<file path="config.mk">
export PLATFORM = sky130hd
export DESIGN_NAME = arith_accum
export DESIGN_NICKNAME = d
export VERILOG_FILES = /design/src/rtl/arith_accum.sv
export SDC_FILE = /design/constraint.sdc
export NUM_CORES = 1
export LEC_CHECK = 0
export CAP_MARGIN = 25
export CORE_MARGIN = 3
export CORE_UTILIZATION = 45
export DETAILED_ROUTE_END_ITERATION = 16
export PLACE_DENSITY = 0.77
export SLEW_MARGIN = 10
export SYNTH_ARGS = -nofsm -noshare
export SYNTH_HDL_FRONTEND = slang
export SYNTH_SLANG_ARGS = --single-unit
</file>
<file path="constraint.sdc">
create_clock -name clk -period 2.5 [get_ports clk]
set_clock_uncertainty 0.2 [all_clocks]
set_input_delay 0.75 -clock clk [delete_from_list [all_inputs] [get_ports clk]]
set_output_delay 0.75 -clock clk [all_outputs]
set_load 0.01 [all_outputs]
</file>
<file path="src/rtl/arith_accum.sv">
// Block accumulator for the arith Sum/Product stream: totals over block_len pairs, held until taken.
// Define ARITH_ACC_SAT_EN to saturate the totals on carry-out instead of wrapping.
module arith_accum #(
  parameter int size_adder = 4,
  parameter int size_mult  = 4,
  parameter int block_len  = 4,
  parameter int guard      = 2,
  localparam int SW = size_adder + 1 + guard,
  localparam int PW = 2 * size_mult + guard,
  localparam int CW = $clog2(block_len) + 1
) (
  input  logic                    clk,
  input  logic                    rst,
  input  logic                    in_valid,
  output logic                    in_ready,
  input  logic [size_adder:0]     Sum,
  input  logic [2*size_mult-1:0]  Product,
  input  logic                    clear,
  output logic                    out_valid,
  input  logic                    out_ready,
  output logic [SW-1:0]           sum_acc,
  output logic [PW-1:0]           prod_acc,
  output logic [CW-1:0]           count,
  output logic                    ovf
);

  typedef enum logic [1:0] {IDLE, ACCUM, HOLD} state_t;

  state_t        state;
  logic [SW-1:0] sum_base;
  logic [PW-1:0] prod_base;
  logic [SW:0]   sum_nxt;
  logic [PW:0]   prod_nxt;
  logic [CW-1:0] cnt_nxt;
  logic          ovf_base;

  function automatic logic [SW-1:0] fit_sum(input logic [SW:0] v);
`ifdef ARITH_ACC_SAT_EN
    return v[SW] ? {SW{1'b1}} : v[SW-1:0];
`else
    return v[SW-1:0];
`endif
  endfunction

  function automatic logic [PW-1:0] fit_prod(input logic [PW:0] v);
`ifdef ARITH_ACC_SAT_EN
    return v[PW] ? {PW{1'b1}} : v[PW-1:0];
`else
    return v[PW-1:0];
`endif
  endfunction

  assign in_ready = (state != HOLD);

  // The first pair of a block starts from zero, so IDLE ignores whatever the registers still hold.
  assign sum_base  = (state == IDLE) ? '0 : sum_acc;
  assign prod_base = (state == IDLE) ? '0 : prod_acc;
  assign ovf_base  = (state == IDLE) ? 1'b0 : ovf;
  assign sum_nxt   = {1'b0, sum_base} + {{(guard + 1){1'b0}}, Sum};
  assign prod_nxt  = {1'b0, prod_base} + {{(guard + 1){1'b0}}, Product};
  assign cnt_nxt   = ((state == IDLE) ? '0 : count) + 1'b1;

  // ---- register stage: state, totals and flags ----
  always_ff @(posedge clk) begin
    if (rst) begin
      state     <= IDLE;
      out_valid <= 1'b0;
      sum_acc   <= '0;
      prod_acc  <= '0;
      count     <= '0;
      ovf       <= 1'b0;
    end else begin
      case (state)
        IDLE, ACCUM: begin
          if (clear) begin
            state    <= IDLE;
            sum_acc  <= '0;
            prod_acc <= '0;
            count    <= '0;
            ovf      <= 1'b0;
          end else if (in_valid) begin
            sum_acc  <= fit_sum(sum_nxt);
            prod_acc <= fit_prod(prod_nxt);
            count    <= cnt_nxt;
            ovf      <= ovf_base | sum_nxt[SW] | prod_nxt[PW];
            if (cnt_nxt == CW'(block_len)) begin
              state     <= HOLD;
              out_valid <= 1'b1;
            end else begin
              state <= ACCUM;
            end
          end
        end
        HOLD: begin
          if (out_ready) begin
            state     <= IDLE;
            out_valid <= 1'b0;
            sum_acc   <= '0;
            prod_acc  <= '0;
            count     <= '0;
          end
        end
        default: begin
          state     <= IDLE;
          out_valid <= 1'b0;
        end
      endcase
    end
  end

endmodule

</file>
### Yosys cells after proc, flatten, opt, wreduce, memory -nomap -nowiden

Cells that the tools add are included.
W data, S select, Z words.

* register bits: 24
* bits in latches: 0
* bits in writable memories: 0
* ROM bits: 0
* bits of input ports: 18
* output and inout bits: 23
* memories: 0

* $add $sub $neg: 3
* multipliers: 0
* div/mod/pow operators: 0
* order comparisons: 0
* eq/ne operators: 9
* shift-type cells: 0
* multiplexer cells: 28
* bitwise operators: 2
* reductions and logical operators: 8

Operator list (count)
* $mux W10: 4
* $mux W7: 4
* $pmux W10 S2: 1
* $pmux W7 S2: 1
* $mux W3: 4
* $add A10 B8 Y11: 1
* $ne A2 B2 Y1 const B: 5
* $add A7 B5 Y8: 1
* $mux W2: 4
* $mux W1: 7
* $pmux W3 S2: 1
* $pmux W2 S2: 1
* $reduce_and A2 Y1: 2
* $reduce_and A4 Y1: 1
* $reduce_bool A2 Y1: 2
* $add A3 B1 Y3 const B: 1
* $eq A3 B3 Y1 const B: 1
* $ne A3 B3 Y1 const B: 1
* $reduce_and A3 Y1: 1
* $eq A2 B1 Y1 const B: 1
* $eq A2 B2 Y1 const B: 1
* $logic_not A2 Y1: 1
* $or A1 B1 Y1: 2
* $pmux W1 S2: 1
* $reduce_or A2 Y1: 1

### Logic depth before layout (Yosys ltp)

Gate-level depths: netlist (run 1).

* depth after elaboration: 8
* mapped depth: 12
* depth with buffers taken out: 10

### Worst setup path before layout (run 1)

Ideal clock, no wire load.

* kind: register to register
* from: reg state[1]
* to: reg prod_acc[6]
* setup time: 0.117 ns
* arrival time: 2.496 ns
* required time: 2.183 ns
* slack: -0.313 ns
* cell stages (with the launch flop): 13
* clock period less this slack: 2.813 ns
* cell sequence: dfxtp_1 > buf_4 > or2_2 > buf_2 > and2_1 > ha_1 > inv_1 > fa_1 > nor2b_4 > o31a_1 > o21a_1 > or3_1 > a32o_1

* word-level cells in the longest chain between the ends: 6

RTL lines
* from (decl): line 29 `state_t state;`
* from (signal assigned): line 66 `state <= IDLE;`
* from (signal assigned): line 76 `state <= IDLE;`
* from (signal assigned): line 87 `state <= HOLD;`
* $logic_not A2 Y1: line 57, 73
* $mux W10: line 57 `assign prod_base = (state == IDLE) ? '0 : prod_acc;`
* $add A10 B8 Y11: line 60 `assign prod_nxt = {1'b0, prod_base} + {{(guard + 1){1'b0}}, Product};`
* $mux W10: line 81 `end else if (in_valid) begin`
* $mux W10: line 75 `if (clear) begin`
* $pmux W10 S2: line 73 `case (state)`
* to (signal assigned): line 83 `prod_acc <= fit_prod(prod_nxt);`
* to (decl): line 22 `output logic [PW-1:0] prod_acc,`

Parallel ways exist; a longest one is shown, timed or not. The select of a mux whose other input is x is not followed.
A chain may end at the register's enable or synchronous reset.

### Worst setup path in the final report (run 1)

* from: in Product[0]
* to: reg prod_acc[6]

* word-level cells in the longest chain between the ends: 4

RTL lines
* from (decl): line 17 `input logic [2*size_mult-1:0] Product,`
* $add A10 B8 Y11: line 60
* $mux W10: line 81
* $mux W10: line 75
* $pmux W10 S2: line 73

No other way between the ends. The select of a mux whose other input is x is not followed.

==> impl_table.tex, run 1 <==
\begin{tabular}{lr}
\hline
Metric & Value \\
\hline
\multicolumn{2}{l}{\textbf{Yosys}} \\
Post-Synthesis Cells & 213 \\
Distinct cell type count of the synthesized netlist & 41 \\
Most common library cells after synthesis & sky130\_fd\_sc\_hd\_\_nor2\_1, sky130\_fd\_sc\_hd\_\_dfxtp\_1, sky130\_fd\_sc\_hd\_\_a21oi\_1, sky130\_fd\_sc\_hd\_\_o21ai\_0, sky130\_fd\_sc\_hd\_\_ha\_1 \\
Count of state elements after synthesis & 24 \\
Sequential fraction of the synthesis area & 28.7\% \\
Cell taking the most area after synthesis & sky130\_fd\_sc\_hd\_\_dfxtp\_1 \\
Top cells by area in the synthesized netlist & sky130\_fd\_sc\_hd\_\_dfxtp\_1, sky130\_fd\_sc\_hd\_\_ha\_1, sky130\_fd\_sc\_hd\_\_a21oi\_1, sky130\_fd\_sc\_hd\_\_o21ai\_0, sky130\_fd\_sc\_hd\_\_nor2\_1 \\
Share of Yosys cell area claimed by the top area cell type & approximately 29\% \\
Post-synth EDFFs & 0 \\
Mapped Nets & 248 \\
Fraction of synthesis flops using an asynchronous set or reset pin & 0\% \\
Synthesized area per cell & 7.85 sq um \\
Most frequent cell after synthesis & sky130\_fd\_sc\_hd\_\_nor2\_1 \\
Leading register cell type out of synthesis & sky130\_fd\_sc\_hd\_\_dfxtp\_1 \\
Count of yosys warnings during synthesis & 0 \\
Post-synthesis instance area & between 0.0015 and 0.002 sq mm \\
\multicolumn{2}{l}{\textbf{Cells and area}} \\
Number of inserted diodes & 0 \\
Multi-input combinational cell area & $\sim$0.0012 sq mm \\
Filler instances & 275 \\
Number of nets in the finished design & 318 \\
Sequential cell area & between 400 and 500 sq um \\
Fraction of layout instances using a drive strength above 1 & a little under a quarter \\
Final core utilization & 73.7\% \\
Area Overhead vs Synth & 53.0\% \\
\multicolumn{2}{l}{\textbf{GRT}} \\
Global route overflow & 0 \\
Largest net degree at the start of global routing & 16 \\
Antenna violations before repair & 0 \\
Total global routing track utilization & 21.0\% \\
Global-route wire length before repair & 7310 um \\
Number of global-route vias before repair & 1665 \\
\multicolumn{2}{l}{\textbf{Die}} \\
Core footprint & 0.00347 sq mm \\
Number of core rows & 21 \\
Die Footprint & 0.00448 sq mm \\
Width of the chip & $\sim$67 um \\
Die Y & 67.0 um \\
Top-Level Pins & 41 \\
Initial cell density of the core & around half \\
\multicolumn{2}{l}{\textbf{STA}} \\
Final setup margin & -0.0444 ns \\
Part of the cycle the worst path needs & 102\% \\
Final Hold Slack & 0.280 ns \\
Post-layout minimum cycle time & 2.54 ns \\
Relative slew slack & 74.8\% \\
Setup repair after global routing missed its margin & true \\
Final setup vio count & 1 \\
Worst slew pin tran & 0.377 ns \\
Hold violation count in the final report & 0 \\
Achievable frequency & between 0.3 and 0.4 GHz \\
Number of pins exceeding their max-slew limit in the final report & 0 \\
\multicolumn{2}{l}{\textbf{Detailed routing}} \\
Number of detailed-routing iterations run before antenna repair & 4 \\
Met2 WL & 2040 um \\
DRC errors left & 0 \\
Met3 Routed Length & 353 um \\
Via count & 1767 \\
Total length of routed wires & 4420 um \\
Top Layer Used & met4 \\
Routed len/inst & approximately 13 um \\
Met1 routed wirelength after detailed routing & between 1500 and 2000 um \\
DR iter-0 viols & 149 \\
Antenna violation net count after detailed routing & 0 \\
Number of vias per cell & about 5.4 \\
\multicolumn{2}{l}{\textbf{Setup path}} \\
Crit path DAT & 2.52 ns \\
Sum of buffers and inverters on the critical path & 2 \\
Stage delay of the slowest cell on the critical path & 0.30 ns \\
Category of cells accounting for the largest share of critical-path delay & compound AO/OA/AOI/OAI gates \\
Cells along the critical path & dlygate4sd2\_1 > ha\_4 > inv\_2 > fa\_2 > nor2b\_4 > o31a\_1 > o21a\_1 > or3\_1 > a32o\_1 \\
Master of the slowest instance on the critical path & sky130\_fd\_sc\_hd\_\_or3\_1 \\
Class of the most critical setup path & in2reg \\
Critical path launch point type & input port \\
Endpoint type of the worst setup path & flop \\
Required @ worst endpoint & 2.47 ns \\
Top fanout value on the critical path & 3 \\
\multicolumn{2}{l}{\textbf{Placement}} \\
Global placer's final weighted congestion & 0.843 \\
HPWL reported at the end of detailed placement & roughly 3200 um \\
\# port buffers & 40 \\
\multicolumn{2}{l}{\textbf{Power}} \\
LEAKAGE & roughly 0.0011 uW \\
Overall power of the completed layout & 928 uW \\
Max VDD drop & between 0.0003 and 0.0004 V \\
Power per Cell Area & 363 mW/mm\^{}2 \\
\multicolumn{2}{l}{\textbf{Hold path}} \\
Hold/Removal Path Class & reg2reg \\
\multicolumn{2}{l}{\textbf{CTS}} \\
CTS buffer count & 3 \\
Clock sink count & 24 \\
Insertion delay to the later sink of the worst-skew pair & 0.28 ns \\
CTS H-tree lvls & 1 \\
Clock slew at the register clock pins of the worst setup and hold paths & roughly 0.08 ns \\
Clock tree root buffer cell & sky130\_fd\_sc\_hd\_\_clkbuf\_8 \\
Clock Path Buffers & 2 \\
Clock tree from TritonCTS & built \\
\multicolumn{2}{l}{\textbf{Run}} \\
Number of max-cap violations & 0 \\
\multicolumn{2}{l}{\textbf{Outcome}} \\
Run status & complete, but fails checks \\
Failing checks & setup timing \\
\hline
\end{tabular}
-- metal layers --
metal  up-vias  track usage [%]
met2        63             34.4
li1        891                -
met3         8             5.56
met5         -                0
met1       805             26.8
met4         0             6.08
-- placed cells by master (no fill, tap or decap), drive strengths merged, types with 6 or more instances in the layout --
cell	instances
ha	15
o21ai	20
and2	13
nor3	6
inv	14
clkdlybuf4s50	34
a21oi	20
nand2	10
buf	34
nor2	26
dfxtp	24
-- power breakdown --
| group | switching (uW) | internal [uW] |
|---|---|---|
| registers | 7.50 | 393 |
| clock network | 133 | 214 |
| logic | 82.4 | 98.2 |
| total | 223 | 705 |
-- area by class of cell --
cell class              instances  area share [%]
repair buffers                 74            26.1
flip-flops and latches         24            18.9
clock inverters                 1            1.17
multi-input cells             166            47.9
inverters                      14            2.05
clock buffers                   3            1.61
well taps                      46            2.25
-- sequential cells by signal, indices dropped and copies added (netlist names) --
name / cells
sum_acc: 7
prod_acc: 10
count: 3
out_valid: 1
ovf: 1
state: 2
-- per-stage QoR --
stage | instance area [sq um] | std cells | setup slack [ns] | setup TNS [ns]
after CTS | 2450 | 327 | -0.0276 | -0.0276
final | 2560 | 328 | -0.0444 | -0.0444
after detailed placement | 2320 | 318 | -0.581 | -3.44
after floorplan | 1700 | 213 | -0.223 | -0.250
after global routing | 2560 | 328 | -0.114 | -0.231
after global placement | 2320 | 318 | -0.548 | -3.14
-- worst reg2reg max path: stages, from the launching register on --
cell                      delay (ns)
sky130_fd_sc_hd__dfxtp_2        0.33
sky130_fd_sc_hd__or2_4          0.27
sky130_fd_sc_hd__and2_1         0.17
sky130_fd_sc_hd__ha_1           0.31
sky130_fd_sc_hd__nor2b_4        0.13
sky130_fd_sc_hd__o31a_1         0.27
sky130_fd_sc_hd__o21a_1         0.19
sky130_fd_sc_hd__or3_1          0.30
sky130_fd_sc_hd__a32o_1         0.26
-- logic make-up (layout without fill, tap and decap cells) --
family,count (synthesis),in the layout,synth area share (%)
buffers and inverters,23,92,5.54
AND/OR/NAND/NOR,76,76,24.3
AO/OA/AOI/OAI,69,69,25.7
adder cells (fa/ha/maj),17,17,13.6
XOR/XNOR,4,4,2.10
flip-flops,24,24,28.7
-- timing repair --
| action | CTS | global route |
|---|---|---|
| cloned | 1 | 0 |
| pin swaps | 12 | 5 |
| resized for setup | 12 | 24 |
| hold buffers | 0 | 0 |
| buffers inserted | 4 | 1 |
| setup endpoints to repair | 4 | 11 |
-- final timing paths --
kind,from,endpoint,slack (ns),cells past startpoint
worst max-delay path,Product[0],prod_acc[6],-0.04,9
worst min-delay path,prod_acc[7],prod_acc[7],0.28,2
worst max register to register,state[1],prod_acc[6],-0.03,8
worst min register to register,prod_acc[7],prod_acc[7],0.28,2
Note: power is estimated with default switching activity, not from simulation.
==> run 2, diff against run 1 <==
--- a/config.mk
+++ b/config.mk
@@ -6,10 +6,12 @@
 export NUM_CORES = 1
 export LEC_CHECK = 0
 export CAP_MARGIN = 25
+export CELL_PAD_IN_SITES_DETAIL_PLACEMENT = 1
+export CELL_PAD_IN_SITES_GLOBAL_PLACEMENT = 2
 export CORE_MARGIN = 3
-export CORE_UTILIZATION = 45
+export CORE_UTILIZATION = 25
 export DETAILED_ROUTE_END_ITERATION = 16
-export PLACE_DENSITY = 0.77
+export PLACE_DENSITY_LB_ADDON = 0.1
 export SLEW_MARGIN = 10
 export SYNTH_ARGS = -nofsm -noshare
 export SYNTH_HDL_FRONTEND = slang
==> impl_table.tex, run 2 (synthesized netlist as in run 1, its figures left out) <==
\begin{tabular}{lr}
\hline
Metric & Value \\
\hline
\multicolumn{2}{l}{\textbf{Cells and area}} \\
Most frequent cells in the layout & sky130\_fd\_sc\_hd\_\_buf\_4, sky130\_fd\_sc\_hd\_\_clkdlybuf4s50\_1, sky130\_fd\_sc\_hd\_\_nor2\_1, sky130\_fd\_sc\_hd\_\_dfxtp\_1, sky130\_fd\_sc\_hd\_\_a21oi\_1 \\
Area Overhead vs Synth & 58.1\% \\
Top flop regs & prod\_acc (10), sum\_acc (7), count (3) \\
Number of inserted diodes & 0 (unchanged) \\
Register name with the most flops & prod\_acc \\
Most frequent standard cell in the layout excluding fill and tap cells & sky130\_fd\_sc\_hd\_\_buf\_4 \\
Filler instances & 800 (+190\%) \\
Fraction of layout instances using a drive strength above 1 & 27.4\% (+3.6 points) \\
Number of flip-flops in the largest register & 10 (unchanged) \\
Final core utilization & 41.1\% (-33 points) \\
Number of nets in the finished design & 328 (+3.1\%) \\
\multicolumn{2}{l}{\textbf{STA}} \\
Worst slew pin tran & 0.445 ns (+0.0679 ns) \\
Hold violation count in the final report & 0 (unchanged) \\
Achievable frequency & 0.395 GHz (+0.58\%) \\
Part of the cycle the worst path needs & 101\% (-0.59 points) \\
Final setup vio count & 1 (unchanged) \\
Setup TNS & -0.0297 ns (+0.0147 ns) \\
Setup repair after global routing missed its margin & true \\
Final setup margin & -0.0297 ns (+0.0147 ns) \\
Post-layout minimum cycle time & 2.53 ns (-0.0147 ns) \\
Number of pins exceeding their max-slew limit in the final report & 0 (unchanged) \\
Relative slew slack & 70.2\% (-4.5 points) \\
\multicolumn{2}{l}{\textbf{Hold path}} \\
Hold Path Stages & 2 (unchanged) \\
Hold wc startpoint & prod\_acc[7] \\
Hold Path End & prod\_acc[7] \\
Hold/Removal Path Class & reg2reg \\
\multicolumn{2}{l}{\textbf{Detailed routing}} \\
Via count & 1764 (-0.17\%) \\
DRC errors left & 0 (unchanged) \\
DR iter-0 viols & 25 (-83\%) \\
Total length of routed wires & 5290 um (+20\%) \\
Number of detailed-routing iterations run before antenna repair & 4 (unchanged) \\
Routed len/inst & 14.3 um (+6.5\%) \\
Number of vias per cell & 4.78 (-11\%) \\
Antenna violation net count after detailed routing & 0 (unchanged) \\
\multicolumn{2}{l}{\textbf{Power}} \\
LEAKAGE & 0.00107 uW (+1.5\%) \\
Power per Cell Area & 327 mW/mm\^{}2 (-9.8\%) \\
Max VDD drop & 0.000217 V (-36\%) \\
\multicolumn{2}{l}{\textbf{CTS}} \\
Clock slew at the register clock pins of the worst setup and hold paths & 0.09 ns (about the same) \\
Clock sink count & 24 (unchanged) \\
Clock Path Buffers & 2 (unchanged) \\
Number of buffers inserted by hold repair at cts & 0 (unchanged) \\
CTS H-tree lvls & 1 (unchanged) \\
Insertion delay to the later sink of the worst-skew pair & 0.27 ns (about the same) \\
Clock tree root buffer cell & sky130\_fd\_sc\_hd\_\_clkbuf\_8 \\
Clock tree from TritonCTS & built \\
CTS buffer count & 3 (unchanged) \\
\multicolumn{2}{l}{\textbf{Run}} \\
Number of max-cap violations & 0 (unchanged) \\
\multicolumn{2}{l}{\textbf{GRT}} \\
Antenna violations before repair & 0 (unchanged) \\
Number of global-route vias before repair & 1880 (+13\%) \\
Global-route wire length before repair & 8930 um (+22\%) \\
Global route overflow & 0 (unchanged) \\
Total global routing track utilization & 14.6\% (-6.4 points) \\
Largest net degree at the start of global routing & 21 (+5) \\
\multicolumn{2}{l}{\textbf{Die}} \\
Die Footprint & 0.00770 sq mm (+72\%) \\
Core footprint & 0.00642 sq mm (+85\%) \\
Number of core rows & 29 (+38\%) \\
Top-Level Pins & 41 (unchanged) \\
Initial cell density of the core & 26.0\% (-22 points) \\
Width of the chip & 87.8 um (+31\%) \\
Die Y & 87.8 um (+31\%) \\
\multicolumn{2}{l}{\textbf{Setup path}} \\
Sum of buffers and inverters on the critical path & 2 (unchanged) \\
Launch instance of the worst register-to-register path & state[0] \\
Top fanout value on the critical path & 2 (-1) \\
Reg2Reg Setup Slack & -0.01 ns (+0.02 ns) \\
Critical path launch point type & input port \\
Capture point of the worst reg-to-reg path & prod\_acc[6] \\
Class of the most critical setup path & in2reg \\
FF-to-FF path depth & 10 (+2) \\
Endpoint type of the worst setup path & flop \\
Required @ worst endpoint & 2.47 ns (about the same) \\
Crit path DAT & 2.50 ns (-0.02 ns) \\
Stage delay of the slowest cell on the critical path & 0.30 ns (about the same) \\
Category of cells accounting for the largest share of critical-path delay & compound AO/OA/AOI/OAI gates \\
Cells along the critical path & dlygate4sd2\_1 > ha\_4 > inv\_2 > fa\_2 > nor2b\_4 > o31a\_1 > o21a\_1 > or3\_1 > a32o\_1 \\
Master of the slowest instance on the critical path & sky130\_fd\_sc\_hd\_\_or3\_1 \\
\multicolumn{2}{l}{\textbf{Placement}} \\
HPWL reported at the end of detailed placement & 4150 um (+30\%) \\
Global placer's final weighted congestion & 0.744 (-12\%) \\
\# port buffers & 40 (unchanged) \\
\multicolumn{2}{l}{\textbf{Outcome}} \\
Failing checks & setup timing \\
Run status & complete, but fails checks \\
\hline
\end{tabular}
==> run 2: layout make-up <==
| cell class | instances | area (sq um) | area share [%] |
|---|---|---|---|
| Multi-Input combinational cell | 166 | 1220 | 46.4 |
| Timing Repair Buffer | 84 | 731 | 27.7 |
| Sequential cell | 24 | 483 | 18.3 |
| Tap cell | 77 | 96.3 | 3.65 |
| Clock buffer | 4 | 55.1 | 2.08 |
| Inverter | 14 | 52.6 | 1.99 |
==> run 2: layer usage <==
metal  global-route usage [%]  wire (um)  up-vias
met5                        0          0        -
met4                     1.67         23        0
met3                     2.63        141        2
met2                     26.0       2560       25
met1                     19.0       2560      829
li1                         -          -      908
==> run 2: worst max-delay path by stage <==
stage	cells past startpoint	start	endpoint	slack (ns)
2_1_floorplan	12	state[1]	prod_acc[6]	-0.22
3_3_place_gp	9	Product[0]	prod_acc[6]	-0.56
3_5_place_dp	9	Product[0]	prod_acc[6]	-0.63
4_1_cts	10	state[1]	prod_acc[6]	-0.03
5_1_grt	10	state[0]	prod_acc[6]	-0.14
6_report	9	Product[0]	prod_acc[6]	-0.03
==> run 2: metrics by stage <==
stage | power, uW | worst slack [ns] | cell area (sq um) | std cells | hold WS, ns
floorplan | 488 | -0.223 | 1700 | 213 | 0.290
finish | 865 | -0.0297 | 2640 | 369 | 0.277
detailed placement | 590 | -0.633 | 2450 | 361 | 0.271
global route | 920 | -0.142 | 2640 | 369 | 0.321
global placement | 588 | -0.565 | 2450 | 361 | 0.257
CTS | 884 | -0.0333 | 2590 | 370 | 0.289
==> run 2: worst min-delay path, stage by stage (launching register included) <==
cell and delay, ns:
sky130_fd_sc_hd__dfxtp_1 0.34, sky130_fd_sc_hd__nand2_1 0.06, sky130_fd_sc_hd__o21ai_1 0.05
==> run 2: where the power goes <==
group	leakage [uW]	internal (uW)	switching (uW)	total [uW]
Sequential	0.000196	393	7.61	400
Combinational	0.000845	105	84.9	190
Clock	0.0000288	141	134	275
==> run 2: timing repair <==
item	in CTS	in global routing
setup endpoints to repair	7	10
endpoints found under the hold margin	0	0
pin swaps	14	10
gates cloned	0	0
buffers inserted	5	1
resized for setup	17	16
